==> src/rtl/mem_byte_sequencer.sv <==
// rtl/mem_byte_sequencer.sv - MEM-stage load/store sequencer for a single-byte-port 256x8 data RAM
module mem_byte_sequencer #(
  parameter int ADDR_W     = 8,
  parameter bit ALIGN_WORD = 1'b1
) (
  input  logic              clk,
  input  logic              R,
  input  logic              E,
  input  logic              RW,
  input  logic              Size,
  input  logic [ADDR_W-1:0] A,
  input  logic [31:0]       DI,
  input  logic [7:0]        ram_DO,
  output logic              ram_E,
  output logic              ram_RW,
  output logic [ADDR_W-1:0] ram_A,
  output logic [7:0]        ram_DI,
  output logic [31:0]       DO,
  output logic              stall,
  output logic              done
);

  typedef enum logic [1:0] {
    S_IDLE = 2'd0,
    S_XFER = 2'd1,
    S_DONE = 2'd2
  } state_t;

  state_t            r_state;
  state_t            w_next;
  logic [1:0]        r_cnt;
  logic [ADDR_W-1:0] r_base;
  logic [31:0]       r_di;
  logic              r_rw;
  logic              r_size;
  logic [31:0]       r_do;

  logic              w_last;
  logic [ADDR_W-1:0] w_base;
  logic [ADDR_W-1:0] w_addr;
  logic [7:0]        w_wbyte;

  // Word requests may be snapped to a 4-byte boundary; byte requests always use A as-is.
  always_comb begin
    w_base = A;
    if (Size && ALIGN_WORD) begin
      w_base = {A[ADDR_W-1:2], 2'b00};
    end
  end

  // Current byte address (wraps naturally at 2^ADDR_W), last-byte flag and store byte lane (big-endian).
  always_comb begin
    w_addr  = r_base + ADDR_W'(r_cnt);
    w_last  = r_size ? (r_cnt == 2'd3) : 1'b1;
    w_wbyte = r_di[7:0];
    if (r_size) begin
      case (r_cnt)
        2'd0:    w_wbyte = r_di[31:24];
        2'd1:    w_wbyte = r_di[23:16];
        2'd2:    w_wbyte = r_di[15:8];
        default: w_wbyte = r_di[7:0];
      endcase
    end
  end

  // State register.
  always_ff @(posedge clk or negedge R) begin
    if (!R) begin
      r_state <= S_IDLE;
    end else begin
      r_state <= w_next;
    end
  end

  // Next state and RAM/pipeline handshake outputs; stall follows E combinationally in IDLE.
  always_comb begin
    w_next = r_state;
    stall  = 1'b0;
    done   = 1'b0;
    ram_E  = 1'b0;
    ram_RW = 1'b0;
    ram_A  = '0;
    ram_DI = '0;
    case (r_state)
      S_IDLE: begin
        stall = E;
        if (E) begin
          w_next = S_XFER;
        end
      end
      S_XFER: begin
        stall  = 1'b1;
        ram_E  = 1'b1;
        ram_RW = r_rw;
        ram_A  = w_addr;
        ram_DI = w_wbyte;
        if (w_last) begin
          w_next = S_DONE;
        end
      end
      S_DONE: begin
        done   = 1'b1;
        w_next = S_IDLE;
      end
      default: begin
        w_next = S_IDLE;
      end
    endcase
  end

  // Request latch, byte counter and load-data assembly; request inputs are ignored once latched.
  always_ff @(posedge clk or negedge R) begin
    if (!R) begin
      r_cnt  <= 2'd0;
      r_base <= '0;
      r_di   <= '0;
      r_rw   <= 1'b0;
      r_size <= 1'b0;
      r_do   <= '0;
    end else begin
      case (r_state)
        S_IDLE: begin
          if (E) begin
            r_cnt  <= 2'd0;
            r_base <= w_base;
            r_di   <= DI;
            r_rw   <= RW;
            r_size <= Size;
          end
        end
        S_XFER: begin
          if (!r_rw) begin
            if (r_size) begin
              case (r_cnt)
                2'd0:    r_do[31:24] <= ram_DO;
                2'd1:    r_do[23:16] <= ram_DO;
                2'd2:    r_do[15:8]  <= ram_DO;
                default: r_do[7:0]   <= ram_DO;
              endcase
            end else begin
              r_do <= {24'b0, ram_DO};
            end
          end
          if (w_last) begin
            r_cnt <= 2'd0;
          end else begin
            r_cnt <= r_cnt + 2'd1;
          end
        end
        default: begin
          r_cnt <= 2'd0;
        end
      endcase
    end
  end

  assign DO = r_do;

endmodule

==> config.mk <==
export PLATFORM = sky130hd
export DESIGN_NAME = mem_byte_sequencer
export DESIGN_NICKNAME = d
export VERILOG_FILES = /design/src/rtl/mem_byte_sequencer.sv
export SDC_FILE = /design/constraint.sdc
export NUM_CORES = 1
export LEC_CHECK = 0
export CORE_MARGIN = 8
export CORE_UTILIZATION = 55
export CTS_CLUSTER_DIAMETER = 50
export DETAILED_ROUTE_END_ITERATION = 10
export DONT_BUFFER_PORTS = 1
export PLACE_DENSITY = 0.69
export SLEW_MARGIN = 40
export SYNTH_ARGS = -nofsm -noshare
export SYNTH_HDL_FRONTEND = slang
export SYNTH_SLANG_ARGS = --single-unit
==> constraint.sdc <==
create_clock -name clk -period 5 [get_ports clk]
set_input_delay 0.75 -clock clk [delete_from_list [all_inputs] [get_ports clk]]
set_output_delay 0.75 -clock clk [all_outputs]
set_load 0.01 [all_outputs]
==> key figures <==
Power and ir drop
  – Clk pwr share: 20.9%
  – Switching power total: 892 uW
  – Max VDD drop: 0.356 mV
  – Combinational Power Share: 32.5%
  – Int Pwr: 1680 uW
  – Total power: 2580 uW
  – Leakage Power: 0.00164 uW
  – Sw frac: 34.6%
  – Power share of the sequential group: 46.6%
  – Power Density: 687 nW/um^2

Timing
  – Final hold vios: 0
  – Final Max Slew Viols: 0
  – Hold Slack: 113 ps
  – Final setup vio count: 0
  – Fin Clk Skew: 5.39 ps
  – Slew margin rel.: 56.6%
  – Final worst-path cycle share: 55.0%
  – Period minus WS final: 2750 ps
  – RSZ-0062 raised after global routing: false
  – F_max: 363 MHz
  – Fin Setup TNS: 0 ps
  – Worst slew pin tran: 652 ps

Clocking
  – Setup bufs post-CTS: 0
  – Post_cts resized: 0
  – Hold-fix buffers, CTS: 0
  – CTS tree: yes
  – CTS buffer count: 9
  – Clock root cell: clkbuf_8
  – CTS sink cnt: 78
  – CTS H-tree lvls: 3
  – Clock latency on the worst-skew pair: 330 ps
  – CTS clk-pin slew, worst paths: 70 ps
  – CTS Buffer Depth: 2

Worst setup path
  – CP startpoint kind: register
  – Worst Path Arrival: 2000 ps
  – Kind of critical path: reg2out
  – R2r startpoint: r_cnt[1]
  – R2R Path End: DO[30]
  – Worst R2R Path Depth: 4
  – Flop2flop setup slack: 3080 ps
  – Worst endpoint required time: 4250 ps
  – Setup crit end kind: primary output
  – Crit path max fanout: 16

Synth
  – Syn Nets: 320
  – Sequential fraction of the synthesis area: 56.2%
  – Dominant cell type by area after synthesis: dfrtp_1
  – Seq cells post-synth: 78
  – Syn Inst Count: 260
  – Synthesized area: 3480 sq um
  – Area share of the largest cell type after synthesis: 56.2%
  – Synth warn: 0
  – Mapped Avg Cell Area: 13.4 sq um
  – Number of distinct library cells after synthesis: 35
  – Top post-synthesis cells by area: dfrtp_1 (56%), mux2_2 (22%), a222oi_1 (2.3%)

Layout
  – P&R area growth vs syn: 7.88%
  – Ant diodes: 0
  – Filler cell count: 520
  – Share of cells above drive strength 1: 34.0%
  – Most frequent cells in the layout: dfrtp_1 (78), mux2_2 (68), nor2_1 (15), and2_1 (11), clkbuf_8 (9)
  – Final Net Count: 320
  – Commonest non-fill, non-tap cell in the layout: dfrtp_1
  – Final instance area: 3750 sq um

Place
  – Placed Area: 3520 sq um
  – GP Congestion: 0.763
  – PortBufs: 0
  – Final HPWL from detailed placement: 5110 um

Die
  – Die area: 9120 sq um
  – Chip height: 95.5 um
  – Core area: 6240 sq um
  – Die Wd: 95.5 um
  – Ports: 105
  – Row Count: 29
  – Initial Util: 55.7%

Global route
  – All-Layer GR Usage: 16.2%
  – Vias in the first global route: 2181
  – Largest net degree at the start of global routing: 79
  – Initial antenna violation count: 0
  – Grt ovf: 0
  – First-pass GRT wire length: 11200 um

Worst hold path
  – Hold Path Class: in2async

Routing
  – Antenna Violating Nets Remaining: 0
  – DR pass1 iterations: 4
  – Vias per Instance: 5.92
  – Wire length per cell: 20.9 um
  – DR vias: 2024
  – DRC Markers: 0
  – DR iter-0 viols: 62
  – Final wirelength: 7150 um

Run status
  – Status: completed

Flow run
  – Max cap viols: 0
-- Yosys cell counts --
master	instances
buf_1	3
a222oi_1	8
ha_1	6
a21oi_1	5
o21ai_2	4
a211oi_1	8
nand2b_1	1
mux2_1	1
inv_1	8
fa_1	1
o21ai_0	8
buf_4	1
and2_1	11
clkbuf_1	2
buf_6	2
nor3b_4	1
xnor2_1	1
a21o_1	1
o31ai_1	1
a31oi_1	2
nor3b_2	1
inv_2	1
nor3b_1	2
nor2_1	15
nor2b_1	2
buf_2	5
or3_1	3
nand3b_1	2
nand4_1	1
or4_1	1
dfrtp_1	78
nand3_1	2
nand2_1	3
xor2_1	1
mux2_2	68
-- per-layer routing --
layer	vias up	global-route usage [%]	routed length, um
li1	938	-	-
met1	1011	18.0	2750
met2	71	25.9	3500
met3	4	7.64	838
met4	0	7.30	61
met5	-	0	0
-- power by group through the flow --
stage               clock, uW  sequential [uW]  combinational [uW]
floorplan                   0             1130                 740
global placement            0             1210                 830
detailed placement          0             1220                 855
CTS                       555             1210                 854
global route              585             1250                 919
finish                    539             1200                 837
-- worst max-delay path, stage by stage (launching register included) --
cell and delay (ps):
dfrtp_1 530, nand2b_1 580, inv_1 280, and2_1 280
-- registers in the layout, indices dropped and copies added, names as in the netlist --
signal,count
DO,32
r_di,32
r_base,8
r_cnt,2
r_state,2
r_rw,1
r_size,1
-- metrics by stage --
| stage | std cells | util (%) | worst slack (ps) |
|---|---|---|---|
| final | 342 | 60.1 | 2250 |
| after global placement | 326 | 56.4 | 2610 |
| after floorplan | 260 | - | 2810 |
| after global routing | 342 | 60.1 | 2110 |
| after detailed placement | 326 | 56.4 | 2580 |
| after CTS | 342 | 60.1 | 2210 |
-- cells by family after synthesis --
logic type / after synthesis / synth area share, %
mux: 69 / 22.4
fa+ha+maj: 7 / 2.74
xor+xnor: 2 / 0.504
simple gates: 45 / 7.45
flops: 78 / 56.2
compound gates: 37 / 7.70
buf+inv: 22 / 3.10
-- how the worst max path moves through the flow --
| stage | from | endpoint | slack (ps) | depth (start not counted) |
|---|---|---|---|---|
| finish | r_state[1] | ram_A[0] | 2250 | 3 |
| global route | r_state[1] | ram_A[0] | 2110 | 3 |
| floorplan | r_cnt[1] | ram_A[7] | 2810 | 4 |
| CTS | r_state[1] | ram_A[0] | 2210 | 3 |
| global placement | r_state[1] | ram_A[1] | 2610 | 3 |
| detailed placement | r_state[1] | ram_A[0] | 2580 | 3 |
-- final cells by class --
cell class | instances | area, sq um | area share [%]
clock buffers | 12 | 135 | 3.60
clock inverters | 4 | 95.1 | 2.54
inverters | 9 | 33.8 | 0.901
multi-input cells | 160 | 1420 | 37.9
flip-flops and latches | 78 | 1950 | 52.1
well taps | 77 | 96.3 | 2.57
repair buffers | 2 | 15.0 | 0.400
Note: power is estimated with default switching activity, not from simulation.
